$ cat src/rtl/pc_gen_if.sv
// -----------------------------------------------------------------------------
// pc_gen_if
// Fetch handshake between the program-counter generator and instruction memory.
//   pc_current_o  : current fetch address (driven by pc_gen)
//   pc_plus4_o    : pc_current_o + 4, modulo 2^XLEN (driven by pc_gen)
//   fetch_valid_o : pc_current_o is a valid fetch request (driven by pc_gen)
//   fetch_ready_i : memory accepts the current address (driven by memory)
// Modports: master = pc_gen side, slave = instruction-memory side.
// -----------------------------------------------------------------------------
interface pc_gen_if #(
  parameter int XLEN = 32
);
  logic [XLEN-1:0] pc_current_o;
  logic [XLEN-1:0] pc_plus4_o;
  logic            fetch_valid_o;
  logic            fetch_ready_i;

  modport master (
    output pc_current_o,
    output pc_plus4_o,
    output fetch_valid_o,
    input  fetch_ready_i
  );

  modport slave (
    input  pc_current_o,
    input  pc_plus4_o,
    input  fetch_valid_o,
    output fetch_ready_i
  );
endinterface

$ cat src/rtl/pc_gen.sv
// -----------------------------------------------------------------------------
// pc_gen
// Program-counter generator: holds the fetch address, selects the next PC
// (sequential, redirect, trap entry, mret return) and drives a valid/ready
// fetch request toward instruction memory.
//
// Ports:
//   clk, rst_n          : rising-edge clock, asynchronous active-low reset
//   stall_i             : hold the PC
//   redirect_valid_i/
//   redirect_target_i   : taken branch/jump and its target
//   trap_valid_i/
//   trap_vector_i       : trap entry, bits [1:0] of the vector are ignored
//   mret_valid_i/mepc_i : return from trap
//   misalign_o          : one-cycle pulse after a misaligned redirect
//   misalign_addr_o     : offending target of the last misaligned redirect
//   fetch               : pc_gen_if master (pc, pc+4, valid, ready)
// -----------------------------------------------------------------------------
module pc_gen #(
  parameter int              XLEN         = 32,
  parameter logic [XLEN-1:0] RESET_VECTOR = '0,
  parameter int              IALIGN       = 32
) (
  input  logic            clk,
  input  logic            rst_n,
  input  logic            stall_i,
  input  logic            redirect_valid_i,
  input  logic [XLEN-1:0] redirect_target_i,
  input  logic            trap_valid_i,
  input  logic [XLEN-1:0] trap_vector_i,
  input  logic            mret_valid_i,
  input  logic [XLEN-1:0] mepc_i,
  output logic            misalign_o,
  output logic [XLEN-1:0] misalign_addr_o,
  pc_gen_if.master        fetch
);

  typedef enum logic [1:0] {
    ST_BOOT     = 2'd0,
    ST_RUN      = 2'd1,
    ST_MIS_HALT = 2'd2
  } state_t;

  // Low address bits that must be zero for a legal instruction address.
  localparam logic [XLEN-1:0] ALIGN_MASK = (IALIGN == 16) ? XLEN'(1) : XLEN'(3);
  localparam logic [XLEN-1:0] WORD_MASK  = XLEN'(3);

  state_t          state_q, state_d;
  logic [XLEN-1:0] pc_q, pc_d;
  logic            misalign_q, misalign_d;
  logic [XLEN-1:0] misalign_addr_q, misalign_addr_d;

  logic [XLEN-1:0] pc_plus4;
  logic [XLEN-1:0] trap_pc;
  logic [XLEN-1:0] mret_pc;
  logic            target_misaligned;

  // Plain XLEN-bit add: the carry out is dropped, so the PC wraps silently.
  assign pc_plus4          = pc_q + XLEN'(4);
  assign trap_pc           = trap_vector_i & ~WORD_MASK;
  assign mret_pc           = mepc_i & ~ALIGN_MASK;
  assign target_misaligned = |(redirect_target_i & ALIGN_MASK);

  always_ff @(posedge clk or negedge rst_n) begin
    if (!rst_n) begin
      state_q         <= ST_BOOT;
      pc_q            <= RESET_VECTOR;
      misalign_q      <= 1'b0;
      misalign_addr_q <= '0;
    end else begin
      state_q         <= state_d;
      pc_q            <= pc_d;
      misalign_q      <= misalign_d;
      misalign_addr_q <= misalign_addr_d;
    end
  end

  always_comb begin
    state_d         = state_q;
    pc_d            = pc_q;
    misalign_d      = 1'b0;  // pulse: only set on the deciding edge
    misalign_addr_d = misalign_addr_q;

    unique case (state_q)
      ST_BOOT: begin
        // Single hold cycle after reset; a trap is still honoured here.
        state_d = ST_RUN;
        if (trap_valid_i) begin
          pc_d = trap_pc;
        end
      end

      ST_RUN: begin
        // Control-flow changes override stall and do not wait for ready:
        // the pending request is simply replaced.
        if (trap_valid_i) begin
          pc_d = trap_pc;
        end else if (mret_valid_i) begin
          pc_d = mret_pc;
        end else if (redirect_valid_i) begin
          if (target_misaligned) begin
            misalign_d      = 1'b1;
            misalign_addr_d = redirect_target_i;
            state_d         = ST_MIS_HALT;
          end else begin
            pc_d = redirect_target_i;
          end
        end else if (!stall_i && fetch.fetch_ready_i) begin
          pc_d = pc_plus4;
        end
      end

      ST_MIS_HALT: begin
        // Frozen until the core takes the misalignment trap.
        if (trap_valid_i) begin
          pc_d    = trap_pc;
          state_d = ST_RUN;
        end
      end

      default: begin
        state_d = ST_BOOT;
      end
    endcase
  end

  assign fetch.pc_current_o  = pc_q;
  assign fetch.pc_plus4_o    = pc_plus4;
  assign fetch.fetch_valid_o = (state_q == ST_RUN);
  assign misalign_o          = misalign_q;
  assign misalign_addr_o     = misalign_addr_q;

endmodule

$ cat src/flat_wrapper.sv
// flat-port wrapper written by rule: the top's interface ports become plain ports
module pc_gen_flat 
#(
  parameter int              XLEN         = 32,
  parameter logic [XLEN-1:0] RESET_VECTOR = '0,
  parameter int              IALIGN       = 32
)
  (clk, rst_n, stall_i, redirect_valid_i, redirect_target_i, trap_valid_i, trap_vector_i, mret_valid_i, mepc_i, misalign_o, misalign_addr_o, fetch_pc_current_o, fetch_pc_plus4_o, fetch_fetch_valid_o, fetch_fetch_ready_i);
  pc_gen_if #(.XLEN(XLEN)) fetch_i ();
  input  logic clk;
  input  logic rst_n;
  input  logic stall_i;
  input  logic redirect_valid_i;
  input  logic [XLEN-1:0] redirect_target_i;
  input  logic trap_valid_i;
  input  logic [XLEN-1:0] trap_vector_i;
  input  logic mret_valid_i;
  input  logic [XLEN-1:0] mepc_i;
  output logic misalign_o;
  output logic [XLEN-1:0] misalign_addr_o;
  output wire logic [$bits(fetch_i.pc_current_o)-1:0] fetch_pc_current_o;
  output wire logic [$bits(fetch_i.pc_plus4_o)-1:0] fetch_pc_plus4_o;
  output wire logic [$bits(fetch_i.fetch_valid_o)-1:0] fetch_fetch_valid_o;
  input wire logic [$bits(fetch_i.fetch_ready_i)-1:0] fetch_fetch_ready_i;
  assign fetch_pc_current_o = fetch_i.pc_current_o;
  assign fetch_pc_plus4_o = fetch_i.pc_plus4_o;
  assign fetch_fetch_valid_o = fetch_i.fetch_valid_o;
  assign fetch_i.fetch_ready_i = fetch_fetch_ready_i;
  pc_gen #(.XLEN(XLEN), .RESET_VECTOR(RESET_VECTOR), .IALIGN(IALIGN)) u_core (.clk(clk), .rst_n(rst_n), .stall_i(stall_i), .redirect_valid_i(redirect_valid_i), .redirect_target_i(redirect_target_i), .trap_valid_i(trap_valid_i), .trap_vector_i(trap_vector_i), .mret_valid_i(mret_valid_i), .mepc_i(mepc_i), .misalign_o(misalign_o), .misalign_addr_o(misalign_addr_o), .fetch(fetch_i));
endmodule
$ cat config.mk
export PLATFORM = sky130hd
export DESIGN_NAME = pc_gen_flat
export DESIGN_NICKNAME = d
export VERILOG_FILES = /design/src/rtl/pc_gen_if.sv /design/src/rtl/pc_gen.sv /design/src/flat_wrapper.sv
export SDC_FILE = /design/constraint.sdc
export NUM_CORES = 1
export LEC_CHECK = 0
export CAP_MARGIN = 10
export CORE_ASPECT_RATIO = 2
export CORE_UTILIZATION = 42
export CTS_CLUSTER_DIAMETER = 120
export DETAILED_ROUTE_END_ITERATION = 10
export PLACE_DENSITY = 0.82
export SLEW_MARGIN = 30
export SYNTH_ARGS = -nofsm -noshare
export SYNTH_HDL_FRONTEND = slang
export SYNTH_SLANG_ARGS = --single-unit
$ cat constraint.sdc
create_clock -name clk -period 2.4 [get_ports clk]
set_input_delay 0.48 -clock clk [delete_from_list [all_inputs] [get_ports clk]]
set_output_delay 0.48 -clock clk [all_outputs]
set_load 0.02 [all_outputs]
After elaboration in Yosys (flattened, before gate mapping)
Cells that the tools add are included.
{"block": "word_totals", "register_bits": 67, "input_bits": 103, "output_inout_bits": 98, "wordCells": 44}
{"block": "op_classes", "add_sub_neg": 1, "eq_ne": 10, "muxes": 18, "bitwise": 2, "reduce_logical": 9}
{"cell": "32-bit two-way mux", "n": 6}
{"cell": "32-bit one-hot mux with 2 select lines", "n": 1}
{"cell": "32-bit by 3-bit adder with 32-bit output (second input constant)", "n": 1}
{"cell": "2-bit two-way mux", "n": 5}
{"cell": "5-bit AND reduction", "n": 2}
{"cell": "2-bit != test (second input constant)", "n": 4}
{"cell": "2-bit one-hot mux with 3 select lines", "n": 1}
{"cell": "1-bit two-way mux", "n": 5}
{"cell": "5-bit by 4-bit != test with 1-bit output (second input constant)", "n": 1}
{"cell": "5-bit != test (second input constant)", "n": 1}
{"cell": "2-bit by 1-bit != test with 1-bit output (second input constant)", "n": 2}
{"cell": "4-bit AND reduction", "n": 1}
{"cell": "2-bit OR reduction", "n": 2}
{"cell": "2-bit by 1-bit == test with 1-bit output (second input constant)", "n": 1}
{"cell": "2-bit == test (second input constant)", "n": 1}
{"cell": "2-bit logical NOT", "n": 1}
{"cell": "1-bit inverter", "n": 2}
{"cell": "2-bit nonzero test", "n": 1}
{"cell": "1-bit logical AND", "n": 1}
{"cell": "1-bit logical NOT", "n": 1}

Logic depth before layout (Yosys ltp)
{"block": "depth", "depth_word": 7, "depth_mapped": 9, "ltp_nobuf": 6}

Worst setup path before layout
No wires, ideal clock.
{"block": "synth_timing", "path_kind": "register -> output", "startpoint": "register u_core.pc_q[12] (netlist: u_core.fetch.pc_current_o[12])", "endpoint": "output fetch_pc_plus4_o[31]", "arrival_time_ps": 2097, "required_time_ps": 1920, "setup_slack_ps": -177, "stages_incl_launch_ff": 6, "path_buffers": 1, "cell_sequence": "dfrtp_1 -> buf_2 -> nand4_4 -> or4_4 -> nor4_4 -> xor2_1"}
{"block": "synth_between", "elab_chain_cells": 1}
{"element": "start, declared", "line": "pc_gen.sv:49", "text": "logic [XLEN-1:0] pc_q, pc_d;"}
{"element": "start signal, assigned", "line": "pc_gen.sv:72", "text": "pc_q <= pc_d;"}
{"element": "32-bit by 3-bit adder with 32-bit output", "line": "pc_gen.sv:59", "text": "assign pc_plus4 = pc_q + XLEN'(4);"}
{"element": "end, declared", "line": "flat_wrapper.sv:22", "text": "output wire logic [$bits(fetch_i.pc_plus4_o)-1:0] fetch_pc_plus4_o;"}
No other way between the ends.

Final worst setup path
{"block": "layout_timing", "startpoint": "register u_core.pc_q[2] (netlist: u_core.fetch.pc_current_o[2])", "endpoint": "output fetch_pc_plus4_o[24]"}
The elaborated chain is that of the path after synthesis.

==> summary.txt <==
Global route
  – Via count of the first global-routing pass: 5237
  – Total GRT Usage: 33.5%
  – Global-route wire length before repair: 27000 µm
  – Initial antenna violation count: 0
  – Pin count of the biggest net entering global routing: 58
  – Grt ovf: 0

Synth
  – EDFF count, synth: 0
  – Top post-synthesis cells by area: dfrtp_1, mux2_2, o21ai_0, xnor2_1, nor2_1
  – Distinct cells, synth: 64
  – Syn nets: approximately 560
  – Synthesized flop and latch total: 67
  – Post-synth top flop: dfrtp_1
  – Syn avg cell area: 9.37 µm²
  – Post-synthesis sequential area ratio: 39.1%
  – Syn Inst Count: approximately 460
  – Synth top area share: 39.1%
  – Synth Warn #: 0
  – Synth area leader: dfrtp_1
  – Synth Cell Area: about 4300 µm²
  – Share of flip-flops with an asynchronous set or reset: 100%

Cells and area
  – Reg area: 1680 µm²
  – Commonest cells after routing, fill and taps aside: clkdlybuf4s50_1, buf_4, dfrtp_1, nor2_1, o21ai_0
  – Final Net Count: 833
  – Post-route cell area: ~7600 µm²
  – Most common cell after layout, fill and taps aside: clkdlybuf4s50_1
  – # fillers: 635
  – Area of the multi-input gates: 2650 µm²
  – Share of cells above drive strength 1: 31.2%
  – Antenna Cells: 0
  – Area growth syn-to-layout: 78.0%

Clocking
  – Clock latency on the worst-skew pair: roughly 0.34 ns
  – Clock transition at path regs: approximately 0.06 ns
  – CTS sink count: 67
  – H-Tree Depth: 3
  – Clock tree buffer depth: 2
  – CTS tree: yes
  – CTS buffer count: 9
  – Root buf cell: clkbuf_16
  – Hold buffers post-CTS: 0

Timing
  – Final Max Tran Viols: 0
  – Minimum clock period: roughly 2.6 ns
  – Worst slew margin: between 40% and 50%
  – Hold slack: 0.202 ns
  – Final Skew: between 0.005 and 0.006 ns
  – Final Cycle Share: 107%
  – Final hold viol count: 0
  – Unrepaired setup endpoints after global routing: yes
  – Post-layout worst setup margin: -0.159 ns
  – Worst slew pin tran: 0.777 ns
  – Final setup fails: 16
  – Fmax: 391 MHz

Critical path
  – CP Launch Type: flop
  – Worst r2r src: u_core.fetch.pc_current_o[2]$_DFFE_PN0P_
  – Critical path class: flop to output port
  – Crit path capture type: output port
  – Critical R2R Capture: u_core.fetch.pc_current_o[21]$_DFFE_PN0P_
  – CP required: 1.92 ns
  – CP arrival: 2.08 ns
  – Flop2flop setup slack: roughly 0.040 ns
  – Reg2reg path depth: 10
  – Crit-path max FO: 8

Routing
  – Vias: 5301
  – DRC Markers: 0
  – Iteration-0 DRC count of the detailed router: 544
  – Via-to-Cell Ratio: 6.12
  – Post-Route WL: 18600 µm
  – Drt wl/cell: 21.5 µm
  – Post-DRT Antenna Nets: 0
  – Drt first pass iters: 6

Place
  – I/O Buffers: 196
  – Global placement routability congestion: between 0.9 and 1
  – Cell Area, Placed: 6960 µm²
  – Dpl hpwl: 13100 µm

Floorplan
  – DIE WIDTH: 73.5 µm
  – Initial cell density of the core: 43.7%
  – Die Y: 145 µm
  – I/O Pins: 201
  – Core region area: ~9800 µm²
  – Row Count: 51
  – Die ar.: 10600 µm²

Run
  – Max capacitance violation total: 0

Outcome
  – Failing checks: setup timing
  – Outcome: finished, violations left

Min path
  – Worst hold path type: input pin to async pin

Power
  – Max VDD drop: around 0.56 mV
  – PD cells: 726 nW/µm²
  – Static Leakage: 3.22 nW
routing by layer:
layer	up-vias	GRT usage, %	wire length, µm
met5	-	0	0
met4	0	18.2	1200
met3	117	4.86	1480
met2	396	59.4	9860
met1	2527	36.5	6060
li1	2261	-	-
through the flow:
stage               instances  total power, mW  setup slack, ns  util (%)  TNS, ns
floorplan                 458             2.75           0.0150         -        0
global placement          832             4.07           -0.204      70.8    -1.88
detailed placement        832             4.15           -0.209      70.8    -2.88
CTS                       851             5.37           -0.169      74.1   -0.434
global route              866             5.75           -0.205      77.7    -1.95
finish                    866             5.54           -0.159      77.7    -1.12
flip-flops by register name, summed over array words and instances, names as in the netlist:
register	flops
u_core.fetch.pc_current_o	32
u_core.misalign_addr_o	32
u_core.misalign_o	1
u_core.state_q	2
power breakdown:
part	switching (mW)	leakage, nW	internal [mW]	total [mW]
Sequential	0.179	0.790	1.38	1.56
Clock	0.499	0.135	0.752	1.25
Combinational	1.39	2.30	1.33	2.73
Total	2.07	3.22	3.47	5.54
synth_stat cells (5+ instances only):
| master | number |
|---|---|
| dfrtp_1 | 67 |
| nand4_1 | 9 |
| o31ai_1 | 9 |
| nand2_1 | 20 |
| a21oi_1 | 25 |
| mux2_2 | 30 |
| a221oi_1 | 14 |
| nor3_1 | 11 |
| o21ai_0 | 36 |
| buf_2 | 12 |
| clkbuf_1 | 22 |
| xor2_1 | 6 |
| inv_1 | 15 |
| nand3_1 | 15 |
| nor2b_1 | 5 |
| nor2_1 | 37 |
| o31a_1 | 9 |
| mux2i_1 | 5 |
| buf_4 | 5 |
| xnor2_1 | 20 |
cell families (layout without fill, tap and decap cells):
logic type | Yosys count | count (layout) | synth area share (%)
adder cells (fa/ha/maj) | 1 | 1 | 0.292
AND/OR/NAND/NOR | 131 | 131 | 17.4
XOR/XNOR | 26 | 26 | 5.31
buffers and inverters | 56 | 332 | 5.72
multiplexers | 38 | 38 | 9.83
AO/OA/AOI/OAI | 139 | 139 | 22.3
flip-flops | 67 | 67 | 39.1
worst max-delay path, stage by stage (launching register included):
cell and delay, ns:
dfrtp_2 0.43, ha_4 0.19, nand4_1 0.15, nor3_4 0.21, buf_6 0.21, nand4_1 0.15, xnor2_2 0.22, buf_4 0.17
layout make-up:
class / instances / share of cell area, %
tap: 132 / 2.16
inverter: 15 / 0.737
clock inverter: 4 / 0.328
timing repair buffer: 301 / 36.7
multi-input combinational: 335 / 34.6
clock buffer: 12 / 3.36
sequential: 67 / 22.1
worst max-delay path by stage:
stage	start	slack [ns]	endpoint	depth (start not counted)
after global routing	u_core.fetch.pc_current_o[2]$_DFFE_PN0P_	-0.21	fetch_pc_plus4_o[24]	7
after floorplan	u_core.fetch.pc_current_o[5]$_DFFE_PN0P_	0.02	fetch_pc_plus4_o[27]	5
after detailed placement	u_core.fetch.pc_current_o[12]$_DFFE_PN0P_	-0.21	fetch_pc_plus4_o[27]	5
after global placement	u_core.fetch.pc_current_o[12]$_DFFE_PN0P_	-0.20	fetch_pc_plus4_o[27]	5
after CTS	u_core.fetch.pc_current_o[2]$_DFFE_PN0P_	-0.17	fetch_pc_plus4_o[31]	5
final	u_core.fetch.pc_current_o[2]$_DFFE_PN0P_	-0.16	fetch_pc_plus4_o[24]	7
what timing repair did:
item,4_1_cts,5_1_grt
buffers inserted,3,15
resized for setup,127,62
setup endpoints to repair,27,24
pin swaps,6,25
Power figures use the tool's default switching activity.
